`src/rtl/alu_regs_flags_if.sv`:
```
// Bus bundle between the sequencer and the A/B register + status stage.
// The sequencer (master) drives control, operand sources and the ALU result;
// the stage (slave) returns ALU operands, register contents, flags and pc_load.
interface alu_regs_flags_if #(
  parameter int W = 8
);
  logic         la;
  logic         lb;
  logic [1:0]   sa;
  logic [1:0]   sb;
  logic [W-1:0] lit;
  logic [W-1:0] mem_dout;
  logic [2:0]   alu_op;
  logic         flag_we;
  logic         jmp_en;
  logic [2:0]   jmp_cond;
  logic [W-1:0] alu_out;
  logic [W-1:0] alu_a;
  logic [W-1:0] alu_b;
  logic [2:0]   alu_s;
  logic [W-1:0] reg_a;
  logic [W-1:0] reg_b;
  logic [3:0]   flags;
  logic         pc_load;

  modport master (
    output la, lb, sa, sb, lit, mem_dout, alu_op, flag_we, jmp_en, jmp_cond, alu_out,
    input  alu_a, alu_b, alu_s, reg_a, reg_b, flags, pc_load
  );

  modport slave (
    input  la, lb, sa, sb, lit, mem_dout, alu_op, flag_we, jmp_en, jmp_cond, alu_out,
    output alu_a, alu_b, alu_s, reg_a, reg_b, flags, pc_load
  );
endinterface

```
`src/rtl/alu_regs_flags.sv`:
```
// Register/status stage around the external combinational 8-bit ALU.
// Holds operand registers A and B, muxes ALU operands, writes ALU results back,
// captures {Z,N,C,V} on flag_we and resolves jump conditions from the
// registered flags so a compare in one cycle steers a jump in the next.
module alu_regs_flags #(
  parameter int W = 8
) (
  input  logic           clk,
  input  logic           rst,
  alu_regs_flags_if.slave bus
);

  localparam logic [2:0] OP_PASS = 3'd0;
  localparam logic [2:0] OP_ADD  = 3'd1;
  localparam logic [2:0] OP_SUB  = 3'd2;
  localparam logic [2:0] OP_AND  = 3'd3;
  localparam logic [2:0] OP_OR   = 3'd4;
  localparam logic [2:0] OP_XOR  = 3'd5;
  localparam logic [2:0] OP_SHL  = 3'd6;
  localparam logic [2:0] OP_SHR  = 3'd7;

  localparam logic [2:0] JC_ALWAYS = 3'b000;
  localparam logic [2:0] JC_Z      = 3'b001;
  localparam logic [2:0] JC_NZ     = 3'b010;
  localparam logic [2:0] JC_GT     = 3'b011;
  localparam logic [2:0] JC_GE     = 3'b100;
  localparam logic [2:0] JC_N      = 3'b101;
  localparam logic [2:0] JC_LE     = 3'b110;
  localparam logic [2:0] JC_C      = 3'b111;

  logic [W-1:0] reg_a_q, reg_a_d;
  logic [W-1:0] reg_b_q, reg_b_d;
  logic [3:0]   flags_q, flags_d;

  logic [W-1:0] opa;
  logic [W-1:0] opb;
  logic [W:0]   add_full;
  logic         z_new, n_new, c_new, v_new;
  logic         flag_z, flag_n, flag_c;
  logic         cond_ok;

  // Operand a select: A, B or zero (both zero codes kept for decode symmetry).
  always_comb begin
    opa = '0;
    unique case (bus.sa)
      2'b00:   opa = reg_a_q;
      2'b10:   opa = reg_b_q;
      default: opa = '0;
    endcase
  end

  // Operand b select: B, instruction literal, memory read data or zero.
  always_comb begin
    opb = '0;
    unique case (bus.sb)
      2'b00:   opb = reg_b_q;
      2'b01:   opb = bus.lit;
      2'b10:   opb = bus.mem_dout;
      default: opb = '0;
    endcase
  end

  assign bus.alu_a = opa;
  assign bus.alu_b = opb;
  assign bus.alu_s = bus.alu_op;

  // Carry-out of the unsigned add is the top bit of a one-bit-wider sum.
  assign add_full = {1'b0, opa} + {1'b0, opb};

  // Flag candidates from this cycle's operands and the ALU result.
  always_comb begin
    z_new = (bus.alu_out == '0);
    n_new = bus.alu_out[W-1];
    c_new = 1'b0;
    v_new = 1'b0;
    unique case (bus.alu_op)
      OP_ADD: begin
        c_new = add_full[W];
        v_new = (opa[W-1] == opb[W-1]) && (bus.alu_out[W-1] != opa[W-1]);
      end
      OP_SUB: begin
        c_new = (opa < opb);
        v_new = (opa[W-1] != opb[W-1]) && (bus.alu_out[W-1] != opa[W-1]);
      end
      OP_SHL: c_new = opb[W-1];
      OP_SHR: c_new = opa[0];
      OP_PASS, OP_AND, OP_OR, OP_XOR: begin
        c_new = 1'b0;
        v_new = 1'b0;
      end
      default: begin
        c_new = 1'b0;
        v_new = 1'b0;
      end
    endcase
  end

  // Next-state for registers and flags; both writes read pre-edge values.
  always_comb begin
    reg_a_d = reg_a_q;
    reg_b_d = reg_b_q;
    flags_d = flags_q;
    if (bus.la)      reg_a_d = bus.alu_out;
    if (bus.lb)      reg_b_d = bus.alu_out;
    if (bus.flag_we) flags_d = {z_new, n_new, c_new, v_new};
  end

  // State update; reset wins over any pending load or flag capture.
  always_ff @(posedge clk or posedge rst) begin
    if (rst) begin
      reg_a_q <= '0;
      reg_b_q <= '0;
      flags_q <= 4'b0000;
    end else begin
      reg_a_q <= reg_a_d;
      reg_b_q <= reg_b_d;
      flags_q <= flags_d;
    end
  end

  assign flag_z = flags_q[3];
  assign flag_n = flags_q[2];
  assign flag_c = flags_q[1];

  // Jump condition decode from the registered flags only.
  always_comb begin
    cond_ok = 1'b0;
    unique case (bus.jmp_cond)
      JC_ALWAYS: cond_ok = 1'b1;
      JC_Z:      cond_ok = flag_z;
      JC_NZ:     cond_ok = !flag_z;
      JC_GT:     cond_ok = !flag_n && !flag_z;
      JC_GE:     cond_ok = !flag_n;
      JC_N:      cond_ok = flag_n;
      JC_LE:     cond_ok = flag_n || flag_z;
      JC_C:      cond_ok = flag_c;
      default:   cond_ok = 1'b0;
    endcase
  end

  assign bus.pc_load = bus.jmp_en && cond_ok;
  assign bus.reg_a   = reg_a_q;
  assign bus.reg_b   = reg_b_q;
  assign bus.flags   = flags_q;

endmodule

```
`src/flat_wrapper.sv`:
```
// flat-port wrapper written by rule: the top's interface ports become plain ports
module alu_regs_flags_flat 
#(
  parameter int W = 8
)
  (clk, rst, bus_la, bus_lb, bus_sa, bus_sb, bus_lit, bus_mem_dout, bus_alu_op, bus_flag_we, bus_jmp_en, bus_jmp_cond, bus_alu_out, bus_alu_a, bus_alu_b, bus_alu_s, bus_reg_a, bus_reg_b, bus_flags, bus_pc_load);
  alu_regs_flags_if #(.W(W)) bus_i ();
  input  logic clk;
  input  logic rst;
  input wire logic [$bits(bus_i.la)-1:0] bus_la;
  input wire logic [$bits(bus_i.lb)-1:0] bus_lb;
  input wire logic [$bits(bus_i.sa)-1:0] bus_sa;
  input wire logic [$bits(bus_i.sb)-1:0] bus_sb;
  input wire logic [$bits(bus_i.lit)-1:0] bus_lit;
  input wire logic [$bits(bus_i.mem_dout)-1:0] bus_mem_dout;
  input wire logic [$bits(bus_i.alu_op)-1:0] bus_alu_op;
  input wire logic [$bits(bus_i.flag_we)-1:0] bus_flag_we;
  input wire logic [$bits(bus_i.jmp_en)-1:0] bus_jmp_en;
  input wire logic [$bits(bus_i.jmp_cond)-1:0] bus_jmp_cond;
  input wire logic [$bits(bus_i.alu_out)-1:0] bus_alu_out;
  output wire logic [$bits(bus_i.alu_a)-1:0] bus_alu_a;
  output wire logic [$bits(bus_i.alu_b)-1:0] bus_alu_b;
  output wire logic [$bits(bus_i.alu_s)-1:0] bus_alu_s;
  output wire logic [$bits(bus_i.reg_a)-1:0] bus_reg_a;
  output wire logic [$bits(bus_i.reg_b)-1:0] bus_reg_b;
  output wire logic [$bits(bus_i.flags)-1:0] bus_flags;
  output wire logic [$bits(bus_i.pc_load)-1:0] bus_pc_load;
  assign bus_i.la = bus_la;
  assign bus_i.lb = bus_lb;
  assign bus_i.sa = bus_sa;
  assign bus_i.sb = bus_sb;
  assign bus_i.lit = bus_lit;
  assign bus_i.mem_dout = bus_mem_dout;
  assign bus_i.alu_op = bus_alu_op;
  assign bus_i.flag_we = bus_flag_we;
  assign bus_i.jmp_en = bus_jmp_en;
  assign bus_i.jmp_cond = bus_jmp_cond;
  assign bus_i.alu_out = bus_alu_out;
  assign bus_alu_a = bus_i.alu_a;
  assign bus_alu_b = bus_i.alu_b;
  assign bus_alu_s = bus_i.alu_s;
  assign bus_reg_a = bus_i.reg_a;
  assign bus_reg_b = bus_i.reg_b;
  assign bus_flags = bus_i.flags;
  assign bus_pc_load = bus_i.pc_load;
  alu_regs_flags #(.W(W)) u_core (.clk(clk), .rst(rst), .bus(bus_i));
endmodule
```
`config.mk`:
```
export PLATFORM = sky130hd
export DESIGN_NAME = alu_regs_flags_flat
export DESIGN_NICKNAME = d
export VERILOG_FILES = /design/src/rtl/alu_regs_flags_if.sv /design/src/rtl/alu_regs_flags.sv /design/src/flat_wrapper.sv
export SDC_FILE = /design/constraint.sdc
export NUM_CORES = 1
export LEC_CHECK = 0
export CORE_ASPECT_RATIO = 0.75
export CORE_UTILIZATION = 65
export DETAILED_ROUTE_END_ITERATION = 8
export DONT_BUFFER_PORTS = 1
export GPL_TIMING_DRIVEN = 0
export PLACE_DENSITY = 0.88
export SYNTH_ARGS = -nofsm -noshare
export SYNTH_HDL_FRONTEND = slang
export SYNTH_SLANG_ARGS = --single-unit
```
`constraint.sdc`:
```
create_clock -name clk -period 4.5 [get_ports clk]
set_clock_uncertainty 0.1 [all_clocks]
set_input_delay 0.9 -clock clk [delete_from_list [all_inputs] [get_ports clk]]
set_output_delay 0.9 -clock clk [all_outputs]
set_load 0.03 [all_outputs]
```
==> out/qor.txt <==
Arr. time, crit path: 1.88 ns
Total GRT Usage: 28.6%
Largest net degree at the start of global routing: 21
Top FF cell, synth: dfrtp_1
Hold Buf Count CTS: 0
Total grt overflow: 0
Max rail drop VDD: 0.000237 V
Cell Area, Synth: 1610 µm²
Resize count post-CTS: 0
Part of the power in the clock network: 19.9%
CP startpoint kind: primary input
Met2 GRT Util: 50.6%
Sequential share of the synthesized area: 31.2%
Crit path required time: 3.50 ns
Peak fanout along the critical path: 8
Area Growth Syn to Fin: 4.91%
Final #Nets: 217
Top cell type by total area after synthesis: dfrtp_1
Cell Rows: 15
Internal power: 0.307 mW
Syn Area/Cell: 10.2 µm²
Cell Area, Placed: 1650 µm²
Clock Root Buffer: clkbuf_4
Number of global-route vias before repair: 1262
Worst slew pin tran: 0.883 ns
Post-route setup slack: 1.62 ns
Crit path max-delay family: simple AND/OR/NAND/NOR gates
Drt first pass iters: 4
FF+latch count, synth: 20
Residual DRC count: 0
Status: complete, no violations
N_diodes: 0
Initial DRC Count: 24
Vias per cell: 6.06
Final hold slack: 0.504 ns
Pre-CTS WS: 1.32 ns
Starting Density: 69.5%
M3 GR Usage: 6.88%
Fillers: 169
Combinational share of power: 31.2%
Endpoint type of the worst setup path: output port
Global-route wire length before repair: 5.52 mm
Post-Syn Instances: 158
Vias: 1188
CP Cell Sequence: buf_4 -> mux2i_1 -> nor2_1
HPWL Detailed: 3.04 mm
Post-synth top cells: 20 x dfrtp_1, 19 x nor2_1, 18 x mux2_2, 17 x mux2i_1, 14 x ha_1
WL final: 3.57 mm
Share of cells above drive strength 1: 23.5%
FMAX: 0.347 GHz
Max-Cap Viols: 0
Fin Setup TNS: 0 ns
NetSw: 0.205 mW
Pwr Total: 0.511 mW
Final Hold Fails: 0
Clk sinks: 20
Clk buf depth: 2
Busiest layer in global routing: met2
Core Region: 2310 µm²
WP buf/inv: 1
Period utilisation layout: 64.0%
CTS Buf Count: 3
Sequential share of power: 49.0%
Post-synth EDFFs: 0
Register area: 500 µm²
Max incr delay on CP: 0.69 ns
Kind of critical path: primary input to output port
Slowest stage cell, crit path: nor2_1
Post-CTS Setup Repair Bufs: 0
CTS tree: built
Netlist cell types: 37
Met1 Use GR: 33.6%
Most frequent cell after synthesis: dfrtp_1
Full die area: 2670 µm²
P_leak: 0.794 nW
Die Y: 45.0 µm
Initial antenna violation count: 0
Multi-input gate area: 972 µm²
Tmin final: 2.88 ns
Top cell type's share of synthesized area: 31.2%
Cell Pwr Density: 304 nW/µm²
CTS clk-pin slew, worst paths: 0.11 ns
Routed wire per std cell: 18.2 µm
Top cells by area, synth: dfrtp_1 31%, mux2_2 13%, ha_1 11%, mux2i_1 11%, nor2_1 4.4%
Top Ports: 80
Slew HR: 40.9%
Number of buffers added on ports: 0
Setup-failing EPs final: 0
Post-Syn Nets: 212
Routed Antenna Nets: 0
Sw Share: 40.1%
Gp weighted congestion: 0.854
RSZ-0062 raised after global routing: false
FFs w/ async S/R, synth: 100%
Fin. max-slew vios: 0
Fin area: 1680 µm²
Die Width: 59.4 µm
Hold WC Path Type: primary input to async pin
CTS HTree Levels: 1
Yosys warns: 0
Worst skew pair latency: 0.30 ns
state kept, by name, indices dropped and copies added, names as in the netlist:
| name | cells |
|---|---|
| u_core.bus.flags | 4 |
| u_core.bus.reg_a | 8 |
| u_core.bus.reg_b | 8 |
final cells by class:
| class | count | area share, % |
|---|---|---|
| plain buffers | 10 | 4.98 |
| clock buffers | 4 | 2.15 |
| inverters | 13 | 2.90 |
| multi-input cells | 115 | 57.7 |
| flip-flops and latches | 20 | 29.7 |
| well taps | 34 | 2.53 |
worst paths after layout:
kind	from	to	slack, ns	depth (start not counted)
setup / recovery	bus_sa[1]	bus_alu_a[7]	1.62	3
hold / removal	rst	u_core.bus.reg_a[2]$_DFFE_PP0P_	0.50	1
setup reg to reg	u_core.bus.reg_b[2]$_DFFE_PP0P_	u_core.bus.flags[1]$_DFFE_PP0P_	1.82	8
hold reg to reg	u_core.bus.flags[0]$_DFFE_PP0P_	u_core.bus.flags[0]$_DFFE_PP0P_	0.62	2
max in group asynchronous	rst	u_core.bus.reg_b[4]$_DFFE_PP0P_	3.32	1
min in group clk	bus_flag_we	u_core.bus.flags[0]$_DFFE_PP0P_	0.58	1
through the flow:
stage,utilization (%),std cells
after floorplan,-,158
after global placement,71.4,192
after detailed placement,71.4,192
after CTS,73.0,196
after global routing,73.0,196
final,73.0,196
kinds of logic after synthesis:
group	count (synthesis)	share of synthesized area, %
AND/OR/NAND/NOR	37	12.9
multiplexers	35	23.2
AO/OA/AOI/OAI	28	12.9
buffers and inverters	23	8.26
flip-flops	20	31.2
adder cells (fa/ha/maj)	14	10.9
XOR/XNOR	1	0.546
metal layers:
metal,part of all wire (%),routed length (µm)
met1,41,1480
met3,5.9,212
met5,0,0
met4,1.8,63
met2,51,1810
power by group through the flow:
stage | clock [mW] | sequential [mW] | combinational [mW]
floorplan | 0 | 0.247 | 0.137
global placement | 0 | 0.252 | 0.153
detailed placement | 0 | 0.254 | 0.160
CTS | 0.102 | 0.250 | 0.160
global route | 0.109 | 0.253 | 0.174
finish | 0.102 | 0.251 | 0.159
cell usage in the layout, fill, tap and decap left out, drive strengths merged:
cell	n
dfrtp	20
nor2	20
mux2	18
mux2i	17
ha	14
inv	13
a21oi	7
o21ai	7
buf	7
clkbuf	7
nor2b	4
a21o	3
nor4b	3
o2bb2ai	2
nor3b	2
nor4	2
nand2b	2
a211oi	2
and2	1
o311ai	1
o311a	1
nand3	1
xnor2	1
o32ai	1
nand3b	1
o211a	1
a31oi	1
o21bai	1
a41o	1
or3	1
Power figures use the tool's default switching activity.
